`config.mk`:
```
export PLATFORM = sky130hd
export DESIGN_NAME = servo_pwm_gen_flat
export DESIGN_NICKNAME = d
export VERILOG_FILES = /design/src/rtl/servo_pwm_gen_pkg.sv /design/src/rtl/servo_pwm_gen_if.sv /design/src/rtl/servo_pwm_gen.sv /design/src/flat_wrapper.sv
export SDC_FILE = /design/constraint.sdc
export NUM_CORES = 1
export LEC_CHECK = 0
export BUFFER_PORTS_ARGS = -buffer_cell sky130_fd_sc_hd__buf_2
export CAP_MARGIN = 20
export CORE_MARGIN = 3
export CORE_UTILIZATION = 40
export DETAILED_ROUTE_END_ITERATION = 10
export SETUP_SLACK_MARGIN = 0.3
export SLEW_MARGIN = 20
export SYNTH_ARGS = -nofsm -noshare
export SYNTH_HDL_FRONTEND = slang
export SYNTH_SLANG_ARGS = --single-unit
```
`constraint.sdc`:
```
create_clock -name clk_12mhz -period 11.7 [get_ports clk_12mhz]
set_input_delay 1.755 -clock clk_12mhz [delete_from_list [all_inputs] [get_ports clk_12mhz]]
set_output_delay 1.755 -clock clk_12mhz [all_outputs]
set_load 0.005 [all_outputs]
```
`src/rtl/servo_pwm_gen_pkg.sv`:
```
`default_nettype none
// ============================================================================
//  Module      : servo_pkg
//  Description : Shared state encoding, default timing constants and the
//                duty clamp helper for the servo PWM generator.
//  Revision    : 1.0
// ============================================================================
package servo_pkg;

    localparam int unsigned FRAME_CYCLES_DEF = 240000;
    localparam int unsigned TICK_CYCLES_DEF  = 120;
    localparam logic [7:0]  DUTY_MIN_DEF     = 8'd100;
    localparam logic [7:0]  DUTY_MAX_DEF     = 8'd200;
    localparam logic [7:0]  DUTY_RESET_DEF   = 8'd150;

    typedef enum logic [1:0] {
        IDLE = 2'd0,
        HIGH = 2'd1,
        LOW  = 2'd2
    } state_t;

    typedef struct packed {
        logic [7:0] duty;
        logic       clamped;
    } clamp_t;

    function automatic clamp_t clamp_duty(input logic [7:0] duty,
                                          input logic [7:0] lo,
                                          input logic [7:0] hi);
        clamp_t r;
        r.duty    = duty;
        r.clamped = 1'b0;
        if (duty < lo) begin
            r.duty    = lo;
            r.clamped = 1'b1;
        end else if (duty > hi) begin
            r.duty    = hi;
            r.clamped = 1'b1;
        end
        return r;
    endfunction

endpackage
`default_nettype wire

```
`src/rtl/servo_pwm_gen_if.sv`:
```
`default_nettype none
// ============================================================================
//  Module      : servo_pwm_gen_if
//  Description : Control and status bundle of the servo PWM generator.
//  Revision    : 1.0
// ============================================================================
interface servo_pwm_gen_if;
    logic       enable;
    logic [7:0] duty;
    logic       pwm_out;
    logic       frame_start;
    logic [7:0] duty_latched;
    logic       clamped;

    modport master (
        output enable, duty,
        input  pwm_out, frame_start, duty_latched, clamped
    );

    modport slave (
        input  enable, duty,
        output pwm_out, frame_start, duty_latched, clamped
    );
endinterface
`default_nettype wire

```
`src/rtl/servo_pwm_gen.sv`:
```
`default_nettype none
// ============================================================================
//  Module      : servo_pwm_gen
//  Description : 50 Hz servo PWM generator; duty clamped and latched only at
//                frame boundaries so pulses are never runt or stretched.
//  Revision    : 1.0
// ============================================================================
module servo_pwm_gen
    import servo_pkg::*;
#(
    parameter int unsigned FRAME_CYCLES = FRAME_CYCLES_DEF,
    parameter int unsigned TICK_CYCLES  = TICK_CYCLES_DEF,
    parameter logic [7:0]  DUTY_MIN     = DUTY_MIN_DEF,
    parameter logic [7:0]  DUTY_MAX     = DUTY_MAX_DEF,
    parameter logic [7:0]  DUTY_RESET   = DUTY_RESET_DEF
) (
    input  wire             clk_12mhz,
    input  wire             reset,
    servo_pwm_gen_if.slave  bus
);

    localparam logic [17:0] TICK_W     = 18'(TICK_CYCLES);
    localparam logic [17:0] FRAME_LAST = 18'(FRAME_CYCLES - 1);

    generate
        if ((DUTY_MIN < 8'd1) || (DUTY_RESET < DUTY_MIN) || (DUTY_RESET > DUTY_MAX) ||
            (int'(DUTY_MAX) * int'(TICK_CYCLES) >= int'(FRAME_CYCLES))) begin : g_bad_params
            $error("servo_pwm_gen: illegal duty/timing parameter combination");
        end
    endgenerate

    state_t      state_q, state_d;
    logic [17:0] frame_ctr_q, frame_ctr_d;
    logic [7:0]  duty_latched_q, duty_latched_d;
    logic        clamped_q, clamped_d;
    logic        pwm_out_q, pwm_out_d;
    logic        frame_start_q, frame_start_d;

    logic [17:0] w_high_last;
    logic        w_start;
    clamp_t      w_clamp;

    // Last HIGH count; duty_latched_q already holds this frame's value while in HIGH.
    assign w_high_last = ({10'd0, duty_latched_q} * TICK_W) - 18'd1;
    assign w_clamp     = clamp_duty(bus.duty, DUTY_MIN, DUTY_MAX);

    always_comb begin
        state_d        = state_q;
        frame_ctr_d    = frame_ctr_q + 18'd1;
        duty_latched_d = duty_latched_q;
        clamped_d      = clamped_q;
        w_start        = 1'b0;

        case (state_q)
            IDLE: begin
                frame_ctr_d = 18'd0;
                w_start     = bus.enable;
            end
            HIGH: begin
                if (frame_ctr_q == w_high_last) state_d = LOW;
            end
            LOW: begin
                if (frame_ctr_q == FRAME_LAST) begin
                    w_start     = bus.enable;
                    state_d     = IDLE;
                    frame_ctr_d = 18'd0;
                end
            end
            default: begin
                state_d     = IDLE;
                frame_ctr_d = 18'd0;
            end
        endcase

        if (w_start) begin
            state_d        = HIGH;
            frame_ctr_d    = 18'd0;
            duty_latched_d = w_clamp.duty;
            clamped_d      = w_clamp.clamped;
        end

        pwm_out_d     = (state_d == HIGH);
        frame_start_d = w_start;
    end

    always_ff @(posedge clk_12mhz or posedge reset) begin
        if (reset) begin
            state_q        <= IDLE;
            frame_ctr_q    <= 18'd0;
            duty_latched_q <= DUTY_RESET;
            clamped_q      <= 1'b0;
            pwm_out_q      <= 1'b0;
            frame_start_q  <= 1'b0;
        end else begin
            state_q        <= state_d;
            frame_ctr_q    <= frame_ctr_d;
            duty_latched_q <= duty_latched_d;
            clamped_q      <= clamped_d;
            pwm_out_q      <= pwm_out_d;
            frame_start_q  <= frame_start_d;
        end
    end

    assign bus.pwm_out      = pwm_out_q;
    assign bus.frame_start  = frame_start_q;
    assign bus.duty_latched = duty_latched_q;
    assign bus.clamped      = clamped_q;

endmodule
`default_nettype wire

```
`src/flat_wrapper.sv`:
```
// flat-port wrapper written by rule: the top's interface ports become plain ports
module servo_pwm_gen_flat import servo_pkg::*;
#(
    parameter int unsigned FRAME_CYCLES = FRAME_CYCLES_DEF,
    parameter int unsigned TICK_CYCLES  = TICK_CYCLES_DEF,
    parameter logic [7:0]  DUTY_MIN     = DUTY_MIN_DEF,
    parameter logic [7:0]  DUTY_MAX     = DUTY_MAX_DEF,
    parameter logic [7:0]  DUTY_RESET   = DUTY_RESET_DEF
)
  (clk_12mhz, reset, bus_enable, bus_duty, bus_pwm_out, bus_frame_start, bus_duty_latched, bus_clamped);
  servo_pwm_gen_if bus_i ();
  input  wire clk_12mhz;
  input  wire reset;
  input wire logic [$bits(bus_i.enable)-1:0] bus_enable;
  input wire logic [$bits(bus_i.duty)-1:0] bus_duty;
  output wire logic [$bits(bus_i.pwm_out)-1:0] bus_pwm_out;
  output wire logic [$bits(bus_i.frame_start)-1:0] bus_frame_start;
  output wire logic [$bits(bus_i.duty_latched)-1:0] bus_duty_latched;
  output wire logic [$bits(bus_i.clamped)-1:0] bus_clamped;
  assign bus_i.enable = bus_enable;
  assign bus_i.duty = bus_duty;
  assign bus_pwm_out = bus_i.pwm_out;
  assign bus_frame_start = bus_i.frame_start;
  assign bus_duty_latched = bus_i.duty_latched;
  assign bus_clamped = bus_i.clamped;
  servo_pwm_gen #(.FRAME_CYCLES(FRAME_CYCLES), .TICK_CYCLES(TICK_CYCLES), .DUTY_MIN(DUTY_MIN), .DUTY_MAX(DUTY_MAX), .DUTY_RESET(DUTY_RESET)) u_core (.clk_12mhz(clk_12mhz), .reset(reset), .bus(bus_i));
endmodule
```
**Word-level counts from Yosys, hierarchy flattened**

Index checks and enable logic that the tools add are counted.

- $add $sub $neg: 2
- Multiply operators: 1
- $lt $le $gt $ge: 2
- Equal/unequal tests: 5
- Multiplexer cells: 11
- Reduce and logical (&&, ||, !) cells: 1

Operators by type and width:

| operator | number |
|---|---|
| two-way mux 18 bit | 2 |
| one-hot mux 18 bit (2 select lines) | 1 |
| adder 18 x 1 -> 18 bit, second input constant | 1 |
| == test 18 bit | 1 |
| == test 18 bit, second input constant | 1 |
| two-way mux 9 bit | 2 |
| subtractor 15 x 1 -> 16 bit, second input constant | 1 |
| multiplier 8 x 4 -> 12 bit, second input constant | 1 |
| greater-than comparator 8 bit, second input constant | 1 |
| < comparator 8 x 7 -> 1 bit, second input constant | 1 |
| two-way mux 2 bit | 3 |
| one-hot mux 2 bit (3 select lines) | 1 |
| == test 2 x 1 -> 1 bit, second input constant | 2 |
| == test 2 bit, second input constant | 1 |
| zero test 2 bit | 1 |
| one-hot mux 1 bit (2 select lines) | 1 |
| two-way mux 1 bit | 1 |

- Register bits after elaboration: 31
- Bits of input ports: 11
- Output and inout bits: 11
- Word-level logic and storage cells: 28

**Longest topological paths before layout**

- Depth in word-level cells: 7
- Gate-level depth with buffers: 14
- Depth with buffers taken out: 14

**Worst setup path after synthesis**

No wires, ideal clock.

- Path type: register to register
- Start: reg u_core.duty_latched_q[2] (netlist: u_core.bus.duty_latched[2])
- End: reg u_core.pwm_out_q (netlist: u_core.bus.pwm_out)
- Library setup time: 139 ps
- Data arrival time: 4116 ps
- Required time: 11561 ps
- Setup slack: 7446 ps
- Cell stages (with the launch flop): 14
- Buffers on the path: 0
- Clock period less this slack: 4254 ps
- Path through: dfstp_2 > fa_1 > fa_1 > inv_1 > fa_1 > nand2b_1 > a211oi_2 > mux2i_1 > a2111oi_4 > nand4_1 > xor2_1 > nand3_1 > a2111oi_2 > a31oi_1

- Cells in the longest elaborated chain, start to end: 7

RTL lines:

| item | line | RTL |
|---|---|---|
| start: declaration | servo_pwm_gen.sv:34 | `logic [7:0] duty_latched_q, duty_latched_d;` |
| start signal: assignment | servo_pwm_gen.sv:97 | `duty_latched_q <= duty_latched_d;` |
| multiplier 8 x 4 -> 12 bit | servo_pwm_gen.sv:44 | `assign w_high_last = ({10'd0, duty_latched_q} * TICK_W) - 18'd1;` |
| subtractor 15 x 1 -> 16 bit | servo_pwm_gen.sv:44 |  |
| == test 18 bit | servo_pwm_gen.sv:60 | `if (frame_ctr_q == w_high_last) state_d = LOW;` |
| two-way mux 2 bit | servo_pwm_gen.sv:60 |  |
| one-hot mux 2 bit (3 select lines) | servo_pwm_gen.sv:54 | `case (state_q)` |
| two-way mux 2 bit | servo_pwm_gen.sv:75 | `if (w_start) begin` |
| == test 2 x 1 -> 1 bit | servo_pwm_gen.sv:82 | `pwm_out_d = (state_d == HIGH);` |
| net u_core.pwm_out_d | servo_pwm_gen.sv:36 | `logic pwm_out_q, pwm_out_d;` |
| end signal: assignment | servo_pwm_gen.sv:99 | `pwm_out_q <= pwm_out_d;` |
| end: declaration | servo_pwm_gen.sv:36 |  |

The timed path passes the listed nets, and every way through them passes these cells.
A chain may end at the register's enable or synchronous reset.

**Final worst setup path**

Ends and elaborated chain as after synthesis.

==> results.rst <==
.. list-table::
   :header-rows: 1

   * - Metric
     - Value
   * - Result of the run
     - finished, final reports clean
   * - Number of design rule violations left after detail routing
     - 0
   * - Io pins
     - 22
   * - Number of buffers inserted by hold repair at cts
     - 0
   * - Die Span X
     - 89.8 um
   * - Destination of the worst hold path
     - u_core.frame_ctr_q[0]
   * - Required time of the critical path
     - 11.84 ns
   * - Arrival time reported for the critical path endpoint
     - 4.84 ns
   * - Count of routing violations after the opening detailed-route iteration
     - 93
   * - Worst hold path type
     - flip-flop to flip-flop
   * - Setup Crit Path Kind
     - flip-flop to flip-flop
   * - Clock root buffer master
     - clkbuf_8
   * - Clock tree skew after final layout
     - 0.0101 ns
   * - Cell with the most instances after synthesis
     - nor2_1
   * - Routed metal-1 wire length
     - 2.92 mm
   * - HP Start
     - u_core.frame_ctr_q[0]
   * - Setup Total Neg Slack
     - 0 ns
   * - Library cell with the largest summed area after synthesis
     - dfrtp_1
   * - Max transition margin
     - 59.1%
   * - Critical Path Start Type
     - flip-flop
   * - Worst Tran Pin Value
     - 0.613 ns
   * - Number of inserted filler cells in the final layout
     - 646
   * - Internal reg-to-reg setup slack
     - 7.00 ns
   * - Maximum level of the CTS H-tree
     - 2
   * - Remaining antenna violation count after routing
     - 0
   * - Max Fanout on Critical Path
     - 8
   * - Core outline area
     - 0.00657 mm2
   * - Final hold vios
     - 0
   * - Number of clock buffers inserted by TritonCTS
     - 5
   * - Endpoint class of the critical path
     - flip-flop
   * - Global-route wire length before repair
     - 10.5 mm
   * - Number of iterations in the first detailed-routing pass
     - 4
   * - Post-CTS repair timing setup buffer count
     - 0
   * - Post-Synthesis Mean Instance Area
     - 8.91 um2
   * - Detailed-route via count
     - 2240
   * - Sinks on Clock Net
     - 31
   * - CP peak stage delay
     - 0.63 ns
   * - FF+latch count, synth
     - 31
   * - Destination of the worst register-to-register timing path
     - u_core.bus.pwm_out
   * - Post_cts resized
     - 0
   * - Cell-by-cell trace of the critical path
     - fa_1 > fa_1 > inv_1 > fa_1 > nand2b_1 > a211oi_2 > mux2i_1 > a2111oi_4 > nand4_1 > xor2_1 > nand3_1 > a2111oi_2 > a31oi_1
   * - Std cell rows
     - 29
   * - Number of instances in the synthesized netlist
     - 315
   * - WL final
     - 5.87 mm
   * - Number of I/O port buffers
     - 21
   * - Number of cells on the worst hold path
     - 1
   * - Number of global-route vias before repair
     - 2188
   * - Area added between synthesis and finish
     - 10.7%
   * - Slowest cell on crit path
     - dfstp_2
   * - GPL Wtd Cong
     - 0.849
   * - Highest clock frequency the design can meet
     - 213 MHz
   * - Met3 wire length
     - 212 um
   * - Clock tree from TritonCTS
     - yes
   * - Share of async-settable or async-resettable flops after synthesis
     - 100%
   * - Pins over their slew limit
     - 0
   * - Total number of yosys warnings
     - 0
   * - Post-synth EDFFs
     - 0
   * - Setup-violating endpoint count in the final report
     - 0
   * - Clock Pin Slew Worst Setup and Hold Paths
     - 0.07 ns
   * - Crit path top cell by count
     - fa_1
   * - Worst r2r src
     - u_core.bus.duty_latched[2]
   * - Number of cells traversed by the worst register-to-register path
     - 13
   * - Vias per cell
     - 5.20
   * - Met2 WL post-DR
     - 2.69 mm
   * - Initial standard-cell utilization of the core
     - 42.7%
   * - Fraction of final layout cells with drive strength greater than 1
     - 12.1%
   * - RSZ-0062 raised after global routing
     - no
   * - Period minus WS final
     - 4.70 ns
   * - Sequential fraction of the synthesis area
     - 27.8%
   * - Number of nets in the synthesized netlist
     - 360
   * - Die area
     - 0.00806 mm2
   * - Number of diodes
     - 0
   * - Chip height
     - 89.8 um
   * - WL per Instance
     - 13.6 um
   * - Cells taking the most area after synthesis
     - dfrtp_1, ha_1, fa_1, xnor2_1, nor2_1
   * - Final HPWL DP
     - 4.61 mm
   * - Global-route usage over all layers
     - 15.5%
   * - Top post-synthesis cells by count
     - nor2_1, dfrtp_1, inv_1, nand2_1, ha_1
   * - Clock latency on the worst-skew pair
     - 0.28 ns
   * - GRT overflow
     - 0
   * - Primary FF master, synth
     - dfrtp_1
   * - Crit share post-route
     - 40.1%
   * - Highest metal layer with signal wires
     - met4
   * - Antenna violations before repair
     - 0
   * - NumNets Final
     - 383
   * - Maximum number of pins on one net before global-route repair
     - 32
   * - # Max-Cap Violations
     - 0
   * - Share of the synthesized area in the top cell type
     - 24.1%
   * - Post-Syn Area
     - 0.00281 mm2
   * - Yosys cell types
     - 47
   * - Clock Path Buffers
     - 2
[worst max-delay path by stage]
stage	start	depth (start not counted)	to	slack, ns
floorplan	u_core.bus.duty_latched[2]	13	u_core.bus.pwm_out	7.45
global placement	u_core.bus.duty_latched[2]	13	u_core.bus.pwm_out	7.17
detailed placement	u_core.bus.duty_latched[2]	13	u_core.bus.pwm_out	7.01
CTS	u_core.bus.duty_latched[2]	13	u_core.bus.pwm_out	6.99
global route	u_core.bus.duty_latched[2]	13	u_core.bus.pwm_out	6.65
finish	u_core.bus.duty_latched[2]	13	u_core.bus.pwm_out	7.00
[layer usage]
| layer | GRT usage, % | vias to the layer above |
|---|---|---|
| met5 | 0 | - |
| met4 | 3.96 | 0 |
| met3 | 2.59 | 4 |
| met2 | 24.7 | 45 |
| met1 | 22.0 | 1053 |
| li1 | - | 1138 |
[cell type report]
| cell class | instances | area, um2 | area share [%] |
|---|---|---|---|
| multi-input combinational | 254 | 1910 | 61.3 |
| sequential | 31 | 781 | 25.1 |
| tap | 93 | 116 | 3.74 |
| timing repair buffer | 22 | 113 | 3.62 |
| inverter | 24 | 90.1 | 2.90 |
| clock buffer | 6 | 72.6 | 2.33 |
| clock inverter | 1 | 30.0 | 0.966 |
[worst max-delay path, delay by kind of cell (launching register included)]
family	cells	cell delay (ns)
flops	1	0.63
xor+xnor	1	0.24
compound gates	4	1.47
mux	1	0.16
fa+ha+maj	3	1.49
simple gates	3	0.48
buf+inv	1	0.06
[state kept, by name, indices dropped and copies added (netlist names)]
signal and flops:
u_core.state_q 2, u_core.bus.duty_latched 8, u_core.bus.frame_start 1, u_core.bus.pwm_out 1
u_core.bus.clamped 1, u_core.frame_ctr_q 18
[cells by family (layout without fill, tap and decap cells)]
kind of cell,count (synthesis),in the layout,synth area share (%)
and+or+nand+nor,126,126,21.9
AOI/OAI and AO/OA,59,59,16.3
adders and majority gates,34,34,18.6
xor gates and xnor gates,33,33,10.3
DFF,31,31,27.8
buffers and inverters,30,53,4.28
muxes,2,2,0.713
[through the flow]
step                area, um2  hold WS (ns)  worst slack (ns)  instances  utilization (%)
finish                   3110         0.454              7.00        431             47.3
global route             3110         0.487              6.65        431             47.3
CTS                      3110         0.458              6.99        431             47.3
detailed placement       3010         0.448              7.01        424             45.8
global placement         3010         0.444              7.17        424             45.8
floorplan                2810         0.425              7.45        315                -
[layout by cell type, fill, tap and decap left out, types with 2 or more instances in the layout]
cell type	instances
a2111oi_4	2
a21o_1	7
a21oi_1	15
a31oi_1	6
and2_1	8
and3_1	11
buf_2	21
clkbuf_8	5
dfrtp_1	27
dfstp_2	4
fa_1	13
ha_1	21
inv_1	24
mux2i_1	2
nand2_1	24
nand2b_1	2
nand3_1	14
nand4_1	4
nand4b_1	3
nor2_1	39
nor2b_1	2
nor3_1	8
nor4_1	2
nor4b_1	2
o211ai_1	2
o21ai_0	6
o21ai_1	3
o31ai_1	3
or2_2	2
or3_1	5
xnor2_1	19
xor2_1	14
Power is left out: the tool's default activity adds up to more than one toggle a clock period on the data nets, which glitch-free logic cannot reach.
